### config.mk
export PLATFORM = sky130hd
export DESIGN_NAME = score_bcd_converter_flat
export DESIGN_NICKNAME = d
export VERILOG_FILES = /design/src/rtl/score_bcd_converter_if.sv /design/src/rtl/score_bcd_converter.sv /design/src/flat_wrapper.sv
export SDC_FILE = /design/constraint.sdc
export NUM_CORES = 1
export LEC_CHECK = 0
export CELL_PAD_IN_SITES_DETAIL_PLACEMENT = 1
export CELL_PAD_IN_SITES_GLOBAL_PLACEMENT = 1
export CORE_MARGIN = 8
export CORE_UTILIZATION = 37
export DETAILED_ROUTE_END_ITERATION = 8
export PLACE_DENSITY = 0.83
export SKIP_CTS_REPAIR_TIMING = 1
export SYNTH_ARGS = -nofsm -noshare
export SYNTH_HDL_FRONTEND = slang
export SYNTH_SLANG_ARGS = --single-unit
### constraint.sdc
create_clock -name Clock -period 1.48 [get_ports Clock]
set_clock_uncertainty 0.15 [all_clocks]
set_input_delay 0.296 -clock Clock [delete_from_list [all_inputs] [get_ports Clock]]
set_output_delay 0.296 -clock Clock [all_outputs]
set_load 0.03 [all_outputs]
### src/rtl/score_bcd_converter_if.sv
`default_nettype none
// ---------------------------------------------------------------------------
// Module  : score_bcd_converter_if
// Brief   : Start/Value request and BCD result bundle for score_bcd_converter.
// Rev     : 1.0  initial release
// ---------------------------------------------------------------------------
interface score_bcd_converter_if #(
    parameter int WIDTH = 7
);
    logic             Start;
    logic [WIDTH-1:0] Value;
    logic [3:0]       Tens;
    logic [3:0]       Ones;
    logic             Overflow;
    logic             Busy;
    logic             Done;

    modport master (
        output Start, Value,
        input  Tens, Ones, Overflow, Busy, Done
    );

    modport slave (
        input  Start, Value,
        output Tens, Ones, Overflow, Busy, Done
    );
endinterface
`default_nettype wire

### src/rtl/score_bcd_converter.sv
`default_nettype none
// ---------------------------------------------------------------------------
// Module  : score_bcd_converter
// Brief   : Iterative double-dabble binary-to-two-digit-BCD converter, one bit
//           per clock. Define SCORE_BCD_SATURATE_EN to pin the display at 99
//           on overflow; otherwise the digits show Value mod 100.
// Rev     : 1.0  initial release
// ---------------------------------------------------------------------------
module score_bcd_converter #(
    parameter int WIDTH = 7
) (
    input  wire                   Clock,
    input  wire                   Resetn,
    score_bcd_converter_if.slave  bus
);

    localparam int                 c_CNT_W    = $clog2(WIDTH + 1);
    localparam logic [c_CNT_W-1:0] c_CNT_LOAD = c_CNT_W'(WIDTH);
    localparam logic [c_CNT_W-1:0] c_CNT_ONE  = c_CNT_W'(1);

    typedef enum logic [1:0] {
        S_IDLE  = 2'd0,
        S_SHIFT = 2'd1,
        S_DONE  = 2'd2
    } state_t;

    state_t             r_state;
    state_t             w_state_next;

    logic [WIDTH-1:0]   r_shreg;
    logic [7:0]         r_scratch;
    logic               r_carry;
    logic [c_CNT_W-1:0] r_cnt;
    logic [3:0]         r_tens;
    logic [3:0]         r_ones;
    logic               r_ovf;

    logic [7:0]         w_adj;
    logic [7:0]         w_scr_shift;
    logic [WIDTH-1:0]   w_sh_shift;
    logic               w_carry_next;
    logic               w_last;
    logic [3:0]         w_res_tens;
    logic [3:0]         w_res_ones;

    // Nibble correction is a plain 4-bit add; a corrected digit never exceeds 12.
    always_comb begin
        w_adj = r_scratch;
        if (r_scratch[3:0] >= 4'd5) begin
            w_adj[3:0] = r_scratch[3:0] + 4'd3;
        end
        if (r_scratch[7:4] >= 4'd5) begin
            w_adj[7:4] = r_scratch[7:4] + 4'd3;
        end
    end

    assign w_scr_shift  = {w_adj[6:0], r_shreg[WIDTH-1]};
    assign w_sh_shift   = {r_shreg[WIDTH-2:0], 1'b0};
    assign w_carry_next = r_carry | w_adj[7];
    assign w_last       = (r_cnt == c_CNT_ONE);

`ifdef SCORE_BCD_SATURATE_EN
    assign w_res_tens = w_carry_next ? 4'd9 : w_scr_shift[7:4];
    assign w_res_ones = w_carry_next ? 4'd9 : w_scr_shift[3:0];
`else
    assign w_res_tens = w_scr_shift[7:4];
    assign w_res_ones = w_scr_shift[3:0];
`endif

    always_comb begin
        w_state_next = r_state;
        case (r_state)
            S_IDLE:  if (bus.Start) w_state_next = S_SHIFT;
            S_SHIFT: if (w_last)    w_state_next = S_DONE;
            S_DONE:                 w_state_next = S_IDLE;
            default:                w_state_next = S_IDLE;
        endcase
    end

    always_ff @(posedge Clock or negedge Resetn) begin
        if (!Resetn) begin
            r_state <= S_IDLE;
        end else begin
            r_state <= w_state_next;
        end
    end

    // Results load on the final shift edge so they are visible throughout DONE.
    always_ff @(posedge Clock or negedge Resetn) begin
        if (!Resetn) begin
            r_shreg   <= '0;
            r_scratch <= '0;
            r_carry   <= 1'b0;
            r_cnt     <= '0;
            r_tens    <= '0;
            r_ones    <= '0;
            r_ovf     <= 1'b0;
        end else begin
            case (r_state)
                S_IDLE: begin
                    if (bus.Start) begin
                        r_shreg   <= bus.Value;
                        r_scratch <= '0;
                        r_carry   <= 1'b0;
                        r_cnt     <= c_CNT_LOAD;
                    end
                end
                S_SHIFT: begin
                    r_shreg   <= w_sh_shift;
                    r_scratch <= w_scr_shift;
                    r_carry   <= w_carry_next;
                    r_cnt     <= r_cnt - c_CNT_ONE;
                    if (w_last) begin
                        r_tens <= w_res_tens;
                        r_ones <= w_res_ones;
                        r_ovf  <= w_carry_next;
                    end
                end
                default: begin
                end
            endcase
        end
    end

    assign bus.Tens     = r_tens;
    assign bus.Ones     = r_ones;
    assign bus.Overflow = r_ovf;
    assign bus.Busy     = (r_state != S_IDLE);
    assign bus.Done     = (r_state == S_DONE);

endmodule
`default_nettype wire

### src/flat_wrapper.sv
// flat-port wrapper written by rule: the top's interface ports become plain ports
module score_bcd_converter_flat 
#(
    parameter int WIDTH = 7
)
  (Clock, Resetn, bus_Start, bus_Value, bus_Tens, bus_Ones, bus_Overflow, bus_Busy, bus_Done);
  score_bcd_converter_if #(.WIDTH(WIDTH)) bus_i ();
  input  wire Clock;
  input  wire Resetn;
  input wire logic [$bits(bus_i.Start)-1:0] bus_Start;
  input wire logic [$bits(bus_i.Value)-1:0] bus_Value;
  output wire logic [$bits(bus_i.Tens)-1:0] bus_Tens;
  output wire logic [$bits(bus_i.Ones)-1:0] bus_Ones;
  output wire logic [$bits(bus_i.Overflow)-1:0] bus_Overflow;
  output wire logic [$bits(bus_i.Busy)-1:0] bus_Busy;
  output wire logic [$bits(bus_i.Done)-1:0] bus_Done;
  assign bus_i.Start = bus_Start;
  assign bus_i.Value = bus_Value;
  assign bus_Tens = bus_i.Tens;
  assign bus_Ones = bus_i.Ones;
  assign bus_Overflow = bus_i.Overflow;
  assign bus_Busy = bus_i.Busy;
  assign bus_Done = bus_i.Done;
  score_bcd_converter #(.WIDTH(WIDTH)) u_core (.Clock(Clock), .Resetn(Resetn), .bus(bus_i));
endmodule
* After elaboration in Yosys (flattened, before gate mapping)
Index checks and enable logic that the tools add are counted.
** Storage, ports and cells
- Word-level logic and storage cells :: 38
- Flip-flop bits (word level) :: 30
- Output and inout bits :: 11
- Input bits :: 10
** Operators by class
- $lt $le $gt $ge :: 2
- Bitwise logic cells :: 1
- Reduce and logical (&&, ||, !) cells :: 6
- Multiplexer cells :: 13
- Add/sub/neg operators :: 3
- Equality and inequality tests :: 5
** Operators by type and width (count)
- $pmux 8 s2 :: 1
- $pmux 7 s2 :: 1
- $add 4x2->4 const B :: 2
- $ge 4x3->1 const B :: 2
- $mux 4 :: 2
- $mux 8 :: 1
- $mux 7 :: 1
- $pmux 3 s2 :: 1
- $reduce_and 2->1 :: 3
- $mux 2 :: 2
- $pmux 2 s2 :: 1
- $reduce_bool 2->1 :: 2
- $eq 3x1->1 const B :: 1
- $mux 3 :: 1
- $sub 3x1->3 const B :: 1
- $eq 2x1->1 const B :: 1
- $eq 2x2->1 const B :: 1
- $logic_not 2->1 :: 1
- $ne 2x1->1 const B :: 1
- $ne 2x2->1 const B :: 1
- $pmux 1 s2 :: 1
- $mux 1 :: 1
- $or 1x1->1 :: 1

* Depth between registers and ports, before layout
- Word-level depth :: 4
- Mapped depth :: 7
- Depth with buffers taken out :: 7

* Least setup slack after synthesis
No wires, ideal clock.
- Kind :: register -> register
- Start :: register u_core.r_scratch[4]
- End :: register u_core.r_tens[2], in the netlist u_core.bus.Tens[2]
- Cell stages (with the launch flop) :: 6
- Period minus slack after synthesis :: 1.609 ns
- Library setup time :: 0.083 ns
- Data arrival time :: 1.376 ns
- Buffers on the path :: 0
- Required time :: 1.247 ns
- Path slack :: -0.129 ns
- Path through :: dfrtp_1 ha_1 nand2b_1 a21oi_2 mux2_2 o21ai_0
** Between the ends
- Cells in the longest elaborated chain, start to end :: 2
- Elaborated cells on any way between the ends :: 3
- Those cells by class :: add/sub (1); order compare (1); mux (1)
** Ends and longest elaborated chain
- start, declared :: line score_bcd_converter.sv:31 : logic [7:0] r_scratch;
- start signal, assigned :: line score_bcd_converter.sv:110 : r_scratch <= w_scr_shift;
- $add 4x2->4 or $ge 4x3->1 (tied branches) :: line score_bcd_converter.sv:53, score_bcd_converter.sv:52
- $mux 4 (*) :: line score_bcd_converter.sv:52 : if (r_scratch[7:4] >= 4'd5) begin
- end signal, assigned :: line score_bcd_converter.sv:114 : r_tens <= w_res_tens;
- end, declared :: line score_bcd_converter.sv:34 : logic [3:0] r_tens;
Mark *: on every way between the ends. The rest lies on a longest branch, timed or not.
A chain may end at the register's enable or synchronous reset.

* Final worst setup path
- Start :: register u_core.r_scratch[4]
- End :: register u_core.r_tens[1], in the netlist u_core.bus.Tens[1]
The elaborated chain is that of the path after synthesis.

==> summary.log <==
INFO  floorplan      io-pin-count=21
INFO  final_layout   final_core_utilization=0.545
INFO  worst_setup_path timing.setup.critical_path_class=reg2reg
INFO  final_layout   fillCellCount=418
INFO  yosys          avgSynthCellArea=10.2um^2
INFO  routing        wire_length_reported_by_the_detailed_router=4230um
INFO  outcome        failed_checks=setup timing
INFO  yosys          ys_dominant_reg_cell=sky130_fd_sc_hd__dfrtp_1
INFO  final_layout   ff_latch_area=753um^2
INFO  yosys          synth_area=1490um^2
INFO  yosys          netlist_instances=146
INFO  floorplan      placement_rows=23
INFO  worst_setup_path timing.critical_path.cells=ha_4 > nand2b_4 > a21oi_4 > xnor2_1 > mux2_4
INFO  floorplan      coreArea=3940um^2
INFO  yosys          postSynthNetCount=162
INFO  timing         grt_setup_unrepaired=yes
INFO  placed_design  place.gp.congestion=0.776
INFO  global_route   overflow=0
INFO  timing         setup_viol=13
INFO  power_and_ir_drop design_power_total=4.79mW
INFO  clock_tree     cts.htree.levels=2
INFO  worst_setup_path critical_path.n_buffers_inverters=0
INFO  final_layout   post-route-cell-area=2150um^2
INFO  job            cap_violations=0
INFO  global_route   grt_pass1_vias=1421
INFO  floorplan      die_w=79.4um
INFO  clock_tree     cts_inserted_buffers=5
INFO  worst_setup_path timing.critical_path.arrival=1.65ns
INFO  timing         post-route-period-util=1.10
INFO  floorplan      fp.dieArea=6300um^2
INFO  placed_design  port-buffer-count=20
INFO  power_and_ir_drop ir_worst_vdd=797uV
INFO  global_route   grt.met2_usage=0.244
INFO  placed_design  hpwl=2890um
INFO  global_route   largest_net_degree_at_the_start_of_global_routing=31
INFO  clock_tree     clkSlewWorstSetupHoldPaths=0.06ns
INFO  worst_setup_path cp_max_fo=5
INFO  worst_setup_path cp-start-kind=flop
INFO  timing         setup_ws_final=-0.147ns
INFO  routing        post_drt_wl_per_cell=17.5um
INFO  routing        drc=0
INFO  yosys          post_synth_num_cell_types=31
INFO  yosys          synth_top_area_frac=0.505
INFO  routing        detail-route-antenna-nets=0
INFO  worst_setup_path critPathMaxStageDelay=0.45ns
INFO  yosys          synth_async_sr_flop_share=1.00
INFO  worst_setup_path worst_setup_path_end_kind=flop
INFO  routing        num_vias=1272
INFO  final_layout   layout.cells.most_common=sky130_fd_sc_hd__buf_4
INFO  final_layout   n_antenna_cell=0
INFO  timing         hold_viol=0
INFO  yosys          postSynthRegisterBits=30
INFO  final_layout   multiInputGateArea=843um^2
INFO  clock_tree     cts_tree=built
INFO  outcome        run_status=complete, but fails checks
INFO  timing         post-route-min-period=1.63ns
INFO  power_and_ir_drop cellLeakagePower=0.959nW
INFO  min_path       holdCritPathClass=in2async
INFO  global_route   gr-usage-met1=0.159
INFO  final_layout   layout.cells.most_common_list=sky130_fd_sc_hd__buf_4, sky130_fd_sc_hd__dfrtp_1, sky130_fd_sc_hd__nand2_1
INFO  yosys          synth_seq_area_share=0.505
INFO  timing         finalMaxSlewViolations=0
INFO  timing         fin_hold_ws=0.213ns
INFO  final_layout   layoutNonFillerInstCount=242
INFO  clock_tree     tritoncts_num_sinks=30
INFO  final_layout   layout-drive-gt1-share=0.406
INFO  worst_setup_path path_delay_family=flip-flops
INFO  yosys          synth_edf_count=0
INFO  yosys          synthDominantAreaCellType=sky130_fd_sc_hd__dfrtp_1
INFO  global_route   track_usage=0.144
INFO  timing         maxSlewHeadroom=0.810
INFO  timing         worst_slew_pin_slew=0.285ns
INFO  final_layout   nNetsFinal=207
INFO  routing        firstDrtPassIters=4
INFO  floorplan      die_height=79.4um
INFO  global_route   busiest_layer=met2
INFO  yosys          synth_warnings=0
INFO  routing        avgViaCountPerCell=5.26
INFO  yosys          synth_top_cells_by_area=sky130_fd_sc_hd__dfrtp_1, sky130_fd_sc_hd__o21ai_0, sky130_fd_sc_hd__ha_1
INFO  placed_design  post_dp_cell_area=1900um^2
INFO  clock_tree     insertion_delay=0.29ns
INFO  final_layout   areaGrowthSynthToFinish=44.5%
INFO  global_route   grt_antenna_before_repair=0
INFO  power_and_ir_drop powerDensity=2230nW/um^2
INFO  worst_setup_path critical-path-slowest-cell=sky130_fd_sc_hd__dfrtp_2
INFO  clock_tree     clk_root_buffer_cell=sky130_fd_sc_hd__clkbuf_8
INFO  placed_design  dpl_cells=229
INFO  worst_setup_path worst_ep_required_time=1.51ns
INFO  routing        drtIter0Drc=45
INFO  floorplan      initial_utilization=0.377
INFO  global_route   grt_use_met3=0.0383
INFO  global_route   grt_pass1_wl=7020um
INFO  clock_tree     clock_tree.buffer_depth=2
INFO  timing         timing.fmax=0.615GHz
## state kept, by name, indices dropped and copies added (netlist names)
register,cells
u_core.bus.Ones,4
u_core.bus.Overflow,1
u_core.bus.Tens,4
u_core.r_carry,1
u_core.r_cnt,3
u_core.r_scratch,8
u_core.r_shreg,7
u_core.r_state,2
## worst reg2reg max path: stages (launching register included)
cell,delay (ns)
sky130_fd_sc_hd__dfrtp_2,0.45
sky130_fd_sc_hd__ha_4,0.17
sky130_fd_sc_hd__nand2b_4,0.15
sky130_fd_sc_hd__a21oi_4,0.18
sky130_fd_sc_hd__xnor2_1,0.13
sky130_fd_sc_hd__mux2_4,0.27
## cell families after synthesis
logic type	count (synthesis)	share of synthesized area
AOI/OAI and AO/OA	49	0.199
xor gates and xnor gates	2	0.0118
adders and majority gates	6	0.0505
buffers and inverters	13	0.0412
DFF	30	0.505
muxes	4	0.0354
and+or+nand+nor	42	0.157
## cells in the mapped netlist, types with 2 or more instances
| cell type | n |
|---|---|
| sky130_fd_sc_hd__a31oi_1 | 2 |
| sky130_fd_sc_hd__inv_1 | 7 |
| sky130_fd_sc_hd__nor3b_1 | 3 |
| sky130_fd_sc_hd__xnor2_1 | 2 |
| sky130_fd_sc_hd__mux2_4 | 2 |
| sky130_fd_sc_hd__a21oi_2 | 2 |
| sky130_fd_sc_hd__nor2b_1 | 11 |
| sky130_fd_sc_hd__a22oi_1 | 7 |
| sky130_fd_sc_hd__ha_1 | 6 |
| sky130_fd_sc_hd__dfrtp_1 | 30 |
| sky130_fd_sc_hd__buf_2 | 3 |
| sky130_fd_sc_hd__nand2b_1 | 2 |
| sky130_fd_sc_hd__nor2_1 | 3 |
| sky130_fd_sc_hd__a22o_1 | 3 |
| sky130_fd_sc_hd__a21oi_1 | 12 |
| sky130_fd_sc_hd__mux2_2 | 2 |
| sky130_fd_sc_hd__nand2_1 | 17 |
| sky130_fd_sc_hd__o21ai_0 | 19 |
## path summary, 6_finish.rpt
kind	end	from	cells after the start	slack (ns)
worst min register to register	u_core.bus.Ones[2]	u_core.bus.Ones[2]	2	0.33
min in group Clock	u_core.bus.Ones[2]	u_core.bus.Ones[2]	2	0.33
worst max register to register	u_core.bus.Tens[1]	u_core.r_scratch[4]	5	-0.15
worst min-delay path	u_core.r_cnt[2]	Resetn	2	0.21
max in group asynchronous	u_core.r_scratch[4]	Resetn	2	0.78
worst max-delay path	u_core.bus.Tens[1]	u_core.r_scratch[4]	5	-0.15
## area by class of cell
class	instances	share of cell area
clock buffer	7	0.0402
clock inverter	1	0.00233
inverter	8	0.0163
multi-input combinational	103	0.393
sequential	30	0.351
tap	50	0.0291
timing repair buffer	43	0.169
## per-stage QoR
step                setup TNS [ns]  setup slack, ns
floorplan                   -0.129          -0.0362
global placement             -1.83           -0.208
detailed placement           -3.50           -0.229
CTS                          -2.47           -0.528
global route                 -2.30           -0.196
finish                       -1.28           -0.147
## per-layer routing
metal	vias up	routed length [um]
met5	-	0
met4	0	96
met3	7	172
met2	24	2220
met1	639	1740
li1	602	-
## power by group
group | internal (mW) | switching (mW) | total (mW) | leakage, nW
clock network | 0.374 | 0.321 | 0.695 | 0.0482
registers | 1.17 | 0.338 | 1.50 | 0.370
logic | 1.26 | 1.33 | 2.59 | 0.541
(Power assumes the default switching activity.)
